<file path="src/rtl/ninja_pkg.sv">
// Shared types and helpers for the reaction judge.
// Pure declarations; no timing of its own.
// No flow control; consumed by ninja_judge_n and its counters.
package ninja_pkg;

    // Reference button count used for the default operation-code width.
    localparam int DEF_NUM_BTN = 4;
    localparam int ACT_W       = $clog2(DEF_NUM_BTN);

    typedef enum logic [1:0] {
        ST_IDLE  = 2'd0,
        ST_ARMED = 2'd1,
        ST_DONE  = 2'd2
    } judge_state_e;

    // Button 0 carries the highest operation code, the last button carries code 0.
    function automatic int btn_to_code(input int num_btn, input int idx);
        return num_btn - 1 - idx;
    endfunction

endpackage

</file>
<file path="src/rtl/sat_counter.sv">
// Up-counter that sticks at all-ones instead of wrapping.
// Updates on the clock edge after inc/clr; q is registered.
// No backpressure; clr wins over a same-cycle inc.
module sat_counter #(
    parameter int W = 8
) (
    input  logic         clk,
    input  logic         rst_n,
    input  logic         inc,
    input  logic         clr,
    output logic [W-1:0] q
);

    // Clear has priority; increment stops once the counter is full.
    always_ff @(posedge clk or negedge rst_n) begin
        if (!rst_n) begin
            q <= '0;
        end else if (clr) begin
            q <= '0;
        end else if (inc && (q != {W{1'b1}})) begin
            q <= q + W'(1);
        end
    end

endmodule

</file>
<file path="src/rtl/ninja_judge_n.sv">
// Reaction judge: arms a window per round, scores the first new press or a timeout.
// Result pulse one cycle after the deciding press/tick; counters update on the same edge.
// No backpressure: result_valid is a single-cycle strobe. Optional streak outputs via NINJA_JUDGE_STREAK_EN.
module ninja_judge_n
    import ninja_pkg::*;
#(
    parameter int NUM_BTN      = 4,
    parameter int CNT_W        = 8,
    parameter int WINDOW_TICKS = 30,
    parameter int TMR_W        = 8
) (
    input  logic                       clk,
    input  logic                       rst_n,
    input  logic                       tick,
    input  logic                       active,
    input  logic                       round_start,
    input  logic [$clog2(NUM_BTN)-1:0] action,
    input  logic [NUM_BTN-1:0]         btn,
    input  logic                       clr_cnt,
    output logic                       busy,
    output logic                       result_valid,
    output logic                       result_correct,
    output logic                       result_timeout,
    output logic [$clog2(NUM_BTN)-1:0] operation,
    output logic [CNT_W-1:0]           wrong_cnt,
    output logic [CNT_W-1:0]           right_cnt
`ifdef NINJA_JUDGE_STREAK_EN
    ,
    output logic [CNT_W-1:0]           streak,
    output logic [CNT_W-1:0]           best_streak
`endif
);

    localparam int               OP_W     = $clog2(NUM_BTN);
    localparam logic [TMR_W-1:0] TMR_LAST = TMR_W'(WINDOW_TICKS - 1);

    judge_state_e       state;
    judge_state_e       state_nxt;
    logic [NUM_BTN-1:0] btn_q;
    logic [NUM_BTN-1:0] btn_edge;
    logic               edge_any;
    logic [OP_W-1:0]    edge_code;
    logic [OP_W-1:0]    act_q;
    logic [TMR_W-1:0]   tmr;
    logic               arm;
    logic               hit_press;
    logic               hit_tmo;
    logic               tmr_inc;
    logic               res_right;
    logic               res_wrong;

    // Remember last cycle's button levels so only rising edges count as presses.
    always_ff @(posedge clk or negedge rst_n) begin
        if (!rst_n) begin
            btn_q <= '0;
        end else begin
            btn_q <= btn;
        end
    end

    assign btn_edge = btn & ~btn_q;

    // Lowest-index rising button wins: scan downwards so the last hit is the lowest index.
    always_comb begin
        edge_any  = 1'b0;
        edge_code = '0;
        for (int i = NUM_BTN - 1; i >= 0; i--) begin
            if (btn_edge[i]) begin
                edge_any  = 1'b1;
                edge_code = OP_W'(btn_to_code(NUM_BTN, i));
            end
        end
    end

    // State register.
    always_ff @(posedge clk or negedge rst_n) begin
        if (!rst_n) begin
            state <= ST_IDLE;
        end else begin
            state <= state_nxt;
        end
    end

    // Next state and datapath strobes; priority is active, then round_start, then press, then tick.
    always_comb begin
        state_nxt = state;
        arm       = 1'b0;
        hit_press = 1'b0;
        hit_tmo   = 1'b0;
        tmr_inc   = 1'b0;
        if (!active) begin
            state_nxt = ST_IDLE;
        end else if (round_start) begin
            state_nxt = ST_ARMED;
            arm       = 1'b1;
        end else if (state == ST_ARMED) begin
            if (edge_any) begin
                hit_press = 1'b1;
                state_nxt = ST_DONE;
            end else if (tick) begin
                if (tmr == TMR_LAST) begin
                    hit_tmo   = 1'b1;
                    state_nxt = ST_DONE;
                end else begin
                    tmr_inc = 1'b1;
                end
            end
        end
    end

    assign res_right = hit_press & (edge_code == act_q);
    assign res_wrong = hit_tmo | (hit_press & (edge_code != act_q));
    assign busy      = (state == ST_ARMED);

    // Round bookkeeping and result registers; flags hold from resolution until the next arm.
    always_ff @(posedge clk or negedge rst_n) begin
        if (!rst_n) begin
            act_q          <= '0;
            tmr            <= '0;
            result_valid   <= 1'b0;
            result_correct <= 1'b0;
            result_timeout <= 1'b0;
            operation      <= '0;
        end else begin
            result_valid <= hit_press | hit_tmo;
            if (arm) begin
                act_q          <= action;
                tmr            <= '0;
                result_correct <= 1'b0;
                result_timeout <= 1'b0;
            end else if (tmr_inc) begin
                tmr <= tmr + TMR_W'(1);
            end
            if (hit_press) begin
                operation      <= edge_code;
                result_correct <= res_right;
                result_timeout <= 1'b0;
            end
            if (hit_tmo) begin
                result_correct <= 1'b0;
                result_timeout <= 1'b1;
            end
        end
    end

    sat_counter #(.W(CNT_W)) u_wrong_cnt (
        .clk   (clk),
        .rst_n (rst_n),
        .inc   (res_wrong),
        .clr   (clr_cnt),
        .q     (wrong_cnt)
    );

    sat_counter #(.W(CNT_W)) u_right_cnt (
        .clk   (clk),
        .rst_n (rst_n),
        .inc   (res_right),
        .clr   (clr_cnt),
        .q     (right_cnt)
    );

`ifdef NINJA_JUDGE_STREAK_EN
    logic [CNT_W-1:0] streak_up;

    // A wrong or timed-out round breaks the streak.
    sat_counter #(.W(CNT_W)) u_streak (
        .clk   (clk),
        .rst_n (rst_n),
        .inc   (res_right),
        .clr   (clr_cnt | res_wrong),
        .q     (streak)
    );

    assign streak_up = (streak == {CNT_W{1'b1}}) ? streak : streak + CNT_W'(1);

    // Best streak follows the value streak takes on this same edge.
    always_ff @(posedge clk or negedge rst_n) begin
        if (!rst_n) begin
            best_streak <= '0;
        end else if (clr_cnt) begin
            best_streak <= '0;
        end else if (res_right && (streak_up > best_streak)) begin
            best_streak <= streak_up;
        end
    end
`endif

endmodule

</file>
<file path="config.mk">
export PLATFORM = sky130hd
export DESIGN_NAME = ninja_judge_n
export DESIGN_NICKNAME = d
export VERILOG_FILES = /design/src/rtl/ninja_pkg.sv /design/src/rtl/sat_counter.sv /design/src/rtl/ninja_judge_n.sv
export SDC_FILE = /design/constraint.sdc
export NUM_CORES = 1
export LEC_CHECK = 0
export CORE_ASPECT_RATIO = 1.75
export CORE_MARGIN = 1.5
export CORE_UTILIZATION = 50
export CTS_BUF_LIST = sky130_fd_sc_hd__clkbuf_8
export DETAILED_ROUTE_END_ITERATION = 8
export PLACE_DENSITY_LB_ADDON = 0.12
export SYNTH_ARGS = -nofsm -noshare
export SYNTH_HDL_FRONTEND = slang
export SYNTH_SLANG_ARGS = --single-unit
</file>
<file path="constraint.sdc">
create_clock -name clk -period 3.2 [get_ports clk]
set_input_delay 0.64 -clock clk [delete_from_list [all_inputs] [get_ports clk]]
set_output_delay 0.64 -clock clk [all_outputs]
set_load 0.005 [all_outputs]
</file>
==> results.ini, run 1 <==
[run_status]
status = finished, final reports clean

[power_and_ir_drop]
seqPwrFrac_pct = 49.0
p_int_uw = 792
ir_drop_mv = 0.416
leakage_nw = 1.06
power.switching_uw = 226
p_per_area_mw_per_mm2 = 410
combPwrFrac_pct = 10.9
clkPwrFrac_pct = 40.1
netSwitchingFraction_pct = 22.2

[timing]
relSlewSlack_pct = 55.6
fin_crit_sh_pct = 76.6
slew_violations = 0
finalHoldViolations = 0
rsz0062_at_grt = false
fmax_mhz = 408
setup_ws_ns = 0.748
tns_ns = 0
finalSetupViolations = 0
worst_pin_slew_ns = 0.663
skew_ns = 0.00442
min_period_ns = 2.45

[clock_tree]
cts_resized = 0
cts.clk_slew.worst_paths_ns = 0.07
cts_hold_buf = 0
cts_tree = built
cts_root_buffer = clkbuf_8
cts_inserted_buffers = 5
clock_path_buffers = 2
cts_setup_buffers = 0
cts_sinks = 37
htreeDepth = 2
clock_latency_ns = 0.28

[yosys]
synth_most_common_cell = dfrtp_1
ys_top_cells_by_area = dfrtp_1, nor2_1, xor2_1
synth-edff-count = 0
syn_area_mm2 = 0.00197
async_reset_ff_share_pct = 100
ys_types = 49
syn_nets = 210
synth_top_area_cell = dfrtp_1
synth-main-ff-cell = dfrtp_1
yosysWarnings = 0
synth-seq-cells = 37
avgSynthCellArea_um2 = 10.1
synth_cells = 194
synthTopCellsByCount = dfrtp_1, nor2_1, nand2_1
ys_seq_area_share_pct = 47.1
yosysTopAreaCellShare_pct = 47.1

[routing]
routedWlPerCell_um = 14.2
vias = 1597
ant_nets = 0
drt_iter0_markers = 19
first_pass_iters = 4
wl_um = 4020
drc = 0
via_per_inst = 5.64

[layout]
nFillCells = 344
drive_above_1_share_pct = 12.8
syn_to_final_growth_pct = 26.3
nNetsFinal = 250
n_antenna_cell = 0

[global_routing]
grtUsageTotal_pct = 21.4
grt_pass1_vias = 1712
antenna_found_initial = 0
grt_max_degree = 38
grt-ovfl-total = 0
grt_pass1_wl_um = 7190

[hold_path]
hp-start = operation[1]$_DFFE_PN0P_
worst_hold_path.num_cells = 2
min_path_type = reg -> reg
hold_end = operation[1]$_DFFE_PN0P_

[floorplan]
chipWidth_um = 50.4
core_area_mm2 = 0.00383
io_pins = 34
die_h_um = 86.0
initial_core_util_pct = 51.4
rows = 30
fp.dieArea_mm2 = 0.00433

[critical_path]
rr_startpoint = tmr[1]$_DFFE_PN0P_
cp-end-kind = flop
r2r_end = u_wrong_cnt.q[6]$_DFFE_PN0P_
worstPathArrival_ns = 2.59
worstSetupPathType = in -> reg
cp-start-kind = input port
cp_max_fo = 6
reg2regPathDepth = 8
r2r_setup_slack_ns = 1.18
cp_data_required_time_ns = 3.33

[placement]
hpwl_um = 3050
gp_congestion = 0.894
place_ws_ns = 0.458
io_buffers = 33

[job]
maxCapViolCount = 0

[registers in the layout, indices dropped and copies added (netlist names)]
register / count
result_correct: 1
btn_q: 4
state: 2
result_timeout: 1
u_right_cnt.q: 8
u_wrong_cnt.q: 8
result_valid: 1
act_q: 2
tmr: 8
operation: 2
[area by class of cell]
type | instances | area (µm²) | share of cell area (%)
Timing Repair Buffer | 36 | 353 | 14.2
Clock buffer | 6 | 82.6 | 3.32
Multi-Input combinational cell | 149 | 1010 | 40.7
Tap cell | 48 | 60.1 | 2.42
Clock inverter | 2 | 33.8 | 1.36
Inverter | 5 | 18.8 | 0.755
Sequential cell | 37 | 926 | 37.3
[how the worst max path moves through the flow]
stage / startpoint / endpoint / slack [ns] / cells past startpoint
2_1_floorplan: round_start / tmr[5]$_DFFE_PN0P_ / 1.10 / 6
3_3_place_gp: btn[2] / u_right_cnt.q[4]$_DFFE_PN0P_ / 0.51 / 7
3_5_place_dp: btn[2] / u_right_cnt.q[4]$_DFFE_PN0P_ / 0.46 / 7
4_1_cts: btn[2] / u_right_cnt.q[4]$_DFFE_PN0P_ / 0.76 / 7
5_1_grt: btn[2] / u_right_cnt.q[4]$_DFFE_PN0P_ / 0.64 / 7
6_report: btn[0] / u_wrong_cnt.q[6]$_DFFE_PN0P_ / 0.75 / 7
[power by group through the flow]
stage | Combinational [mW] | Clock (mW) | Sequential, mW
after floorplan | 0.0525 | 0 | 0.506
after global placement | 0.110 | 0 | 0.507
after detailed placement | 0.112 | 0 | 0.508
after CTS | 0.113 | 0.420 | 0.499
after global routing | 0.123 | 0.437 | 0.502
final | 0.111 | 0.408 | 0.499
[per-stage QoR]
| stage | std cells | utilization, % | power (mW) | hold WS, ns | instance area [µm²] |
|---|---|---|---|---|---|
| 2_1_floorplan | 194 | - | 0.559 | 0.344 | 1970 |
| 3_5_place_dp | 275 | 61.9 | 0.620 | 0.463 | 2370 |
| 3_3_place_gp | 275 | 61.9 | 0.617 | 0.451 | 2370 |
| 6_report | 283 | 64.9 | 1.02 | 0.468 | 2480 |
| 4_1_cts | 283 | 64.9 | 1.03 | 0.479 | 2480 |
| 5_1_grt | 283 | 64.9 | 1.06 | 0.515 | 2480 |
[logic make-up (layout without fill, tap and decap cells)]
kind of cell | Yosys count | after routing | synth area share (%)
simple gates | 94 | 94 | 28.2
buf+inv | 8 | 49 | 1.53
fa+ha+maj | 4 | 4 | 2.54
compound gates | 32 | 32 | 11.5
xor+xnor | 13 | 13 | 5.79
flops | 37 | 37 | 47.1
mux | 6 | 6 | 3.37
[worst max-delay path, cell delays in order]
cell,delay [ns]
clkdlybuf4s50_1,0.46
and2b_1,0.25
nor4_1,0.39
and4_2,0.34
nor2_1,0.09
nor4b_1,0.32
nor3_1,0.09
[cell usage in the layout, fill, tap and decap left out, drive strengths merged, types with 5 or more instances in the layout]
| cell type | instances |
|---|---|
| nand4 | 5 |
| nor2b | 5 |
| inv | 6 |
| clkbuf | 6 |
| a21oi | 8 |
| clkdlybuf4s50 | 33 |
| nand2 | 16 |
| nor3 | 9 |
| mux2 | 5 |
| xnor2 | 5 |
| xor2 | 8 |
| o21ai | 9 |
| dfrtp | 37 |
| nor2 | 21 |
| nand3 | 7 |
[routing by layer]
metal | vias to the layer above | GRT usage, % | wire [µm] | share of wire (%)
met1 | 778 | 22.5 | 1580 | 39
met2 | 32 | 40.2 | 2230 | 56
met3 | 10 | 3.14 | 106 | 2.6
met5 | - | 0 | 0 | 0
li1 | 777 | - | - | -
met4 | 0 | 10.6 | 101 | 2.5
No activity file was read; power rests on OpenSTA's default activity.
==> run 2, diff against run 1 <==
==> constraint.sdc (replaced) <==
create_clock -name clk -period 2.6 [get_ports clk]
set_input_delay 0.52 -clock clk [delete_from_list [all_inputs] [get_ports clk]]
set_output_delay 0.52 -clock clk [all_outputs]
set_load 0.005 [all_outputs]
==> run 2 against run 1 <==
Net effect: non-clock buffer count rose by 2; via count is 1.0% higher; largest cell class unchanged; core utilization shrank 0.39 points; sequential share of layout area rose by 0.23 points; clock skew up 0.0035 ns; wire length is 4.3% higher.
==> results.ini, run 2 (synthesized netlist as in run 1, its figures left out) <==
[power_and_ir_drop]
power_mw = 1.15
leakage_nw = 1.05
p_per_area_mw_per_mm2 = 464
ir_drop_mv = 0.375

[hold_path]
min_path_type = reg -> reg
hp-start = operation[1]$_DFFE_PN0P_

[floorplan]
core_area_mm2 = 0.00383
initial_core_util_pct = 51.4
rows = 30
die_h_um = 86.0
io_pins = 34
chipWidth_um = 50.4
fp.dieArea_mm2 = 0.00433

[clock_tree]
cts_hold_buf = 0
clock_path_buffers = 2
cts_setup_buffers = 0
cts_inserted_buffers = 5
cts_tree = built
cts_sinks = 37
cts.clk_slew.worst_paths_ns = 0.07
htreeDepth = 2
cts_resized = 0
cts_root_buffer = clkbuf_8
clock_latency_ns = 0.28

[critical_path]
cp-end-kind = flop
cp_max_fo = 6
cp-start-kind = input port
worstSetupPathType = in -> reg
cp_data_required_time_ns = 2.76
rr_startpoint = tmr[1]$_DFFE_PN0P_
setup.worst_path.start = btn[0]
worstPathArrival_ns = 2.47

[timing]
min_period_ns = 2.32
fmax_mhz = 431
fin_crit_sh_pct = 89.2
skew_ns = 0.00788
finalSetupViolations = 0
relSlewSlack_pct = 64.9
rsz0062_at_grt = false
finalHoldViolations = 0
slew_violations = 0
worst_pin_slew_ns = 0.523

[global_routing]
grt_pass1_vias = 1623
grt_pass1_wl_um = 7050
grt-ovfl-total = 0
grt_max_degree = 38
grtUsageTotal_pct = 21.0
antenna_found_initial = 0

[job]
maxCapViolCount = 0

[layout]
nNetsFinal = 252
top_regs = tmr (8), u_right_cnt.q (8), u_wrong_cnt.q (8)
final_common_cell = dfrtp_1
utilization_pct = 64.5
drive_above_1_share_pct = 13.1
final_cell_mix = dfrtp_1, clkdlybuf4s50_1, nor2_1
syn_to_final_growth_pct = 25.6
n_antenna_cell = 0

[routing]
wl_um = 4190
via_per_inst = 5.68
ant_nets = 0
routedWlPerCell_um = 14.8
drt_iter0_markers = 31
first_pass_iters = 4
vias = 1613
drc = 0

[placement]
hpwl_um = 3200
gp_congestion = 0.915
io_buffers = 33

[run_status]
status = finished, final reports clean

[run 2: stage by stage]
stage	std cells	setup WS, ns	setup TNS (ns)	hold WS (ns)	instance area (µm²)
after floorplan	194	0.624	0	0.224	1970
after global placement	277	0.140	0	0.451	2380
after CTS	284	0.290	0	0.486	2470
final	284	0.282	0	0.473	2470
after global routing	284	0.168	0	0.515	2470
after detailed placement	277	-0.0193	-0.0193	0.470	2380
[run 2: routing by layer]
layer	share of wire, %	track usage (%)	vias up
met1	38	22.7	787
met3	2.9	3.31	9
li1	-	-	777
met5	0	0	-
met2	56	39.4	40
met4	2.1	8.60	0
[run 2: final timing paths]
| path | end | slack (ns) | cells after the start |
|---|---|---|---|
| setup / recovery | u_wrong_cnt.q[6]$_DFFE_PN0P_ | 0.28 | 7 |
| hold / removal | operation[1]$_DFFE_PN0P_ | 0.47 | 2 |
| setup reg to reg | u_wrong_cnt.q[6]$_DFFE_PN0P_ | 0.63 | 8 |
| hold reg to reg | operation[1]$_DFFE_PN0P_ | 0.47 | 2 |
| max in group asynchronous | tmr[4]$_DFFE_PN0P_ | 1.59 | 2 |
| min in group asynchronous | u_wrong_cnt.q[2]$_DFFE_PN0P_ | 0.66 | 2 |
[run 2: cell type report]
class	instances	area, µm²
inverter	5	18.8
fill	315	1360
clock inverter	1	3.75
clock buffer	6	82.6
multi-input combinational	149	1010
sequential	37	926
timing repair buffer	38	368
tap	48	60.1
[run 2: power by group]
part	switching, mW	internal [mW]
Combinational	0.0682	0.0708
Clock	0.187	0.206
Sequential	0.0182	0.597
[run 2: worst max-delay path, stage by stage]
cell	delay (ns)
clkdlybuf4s50_1	0.46
and2b_1	0.26
nor4_1	0.40
and4_2	0.34
nor2_1	0.09
nor4b_1	0.32
nor3_1	0.09
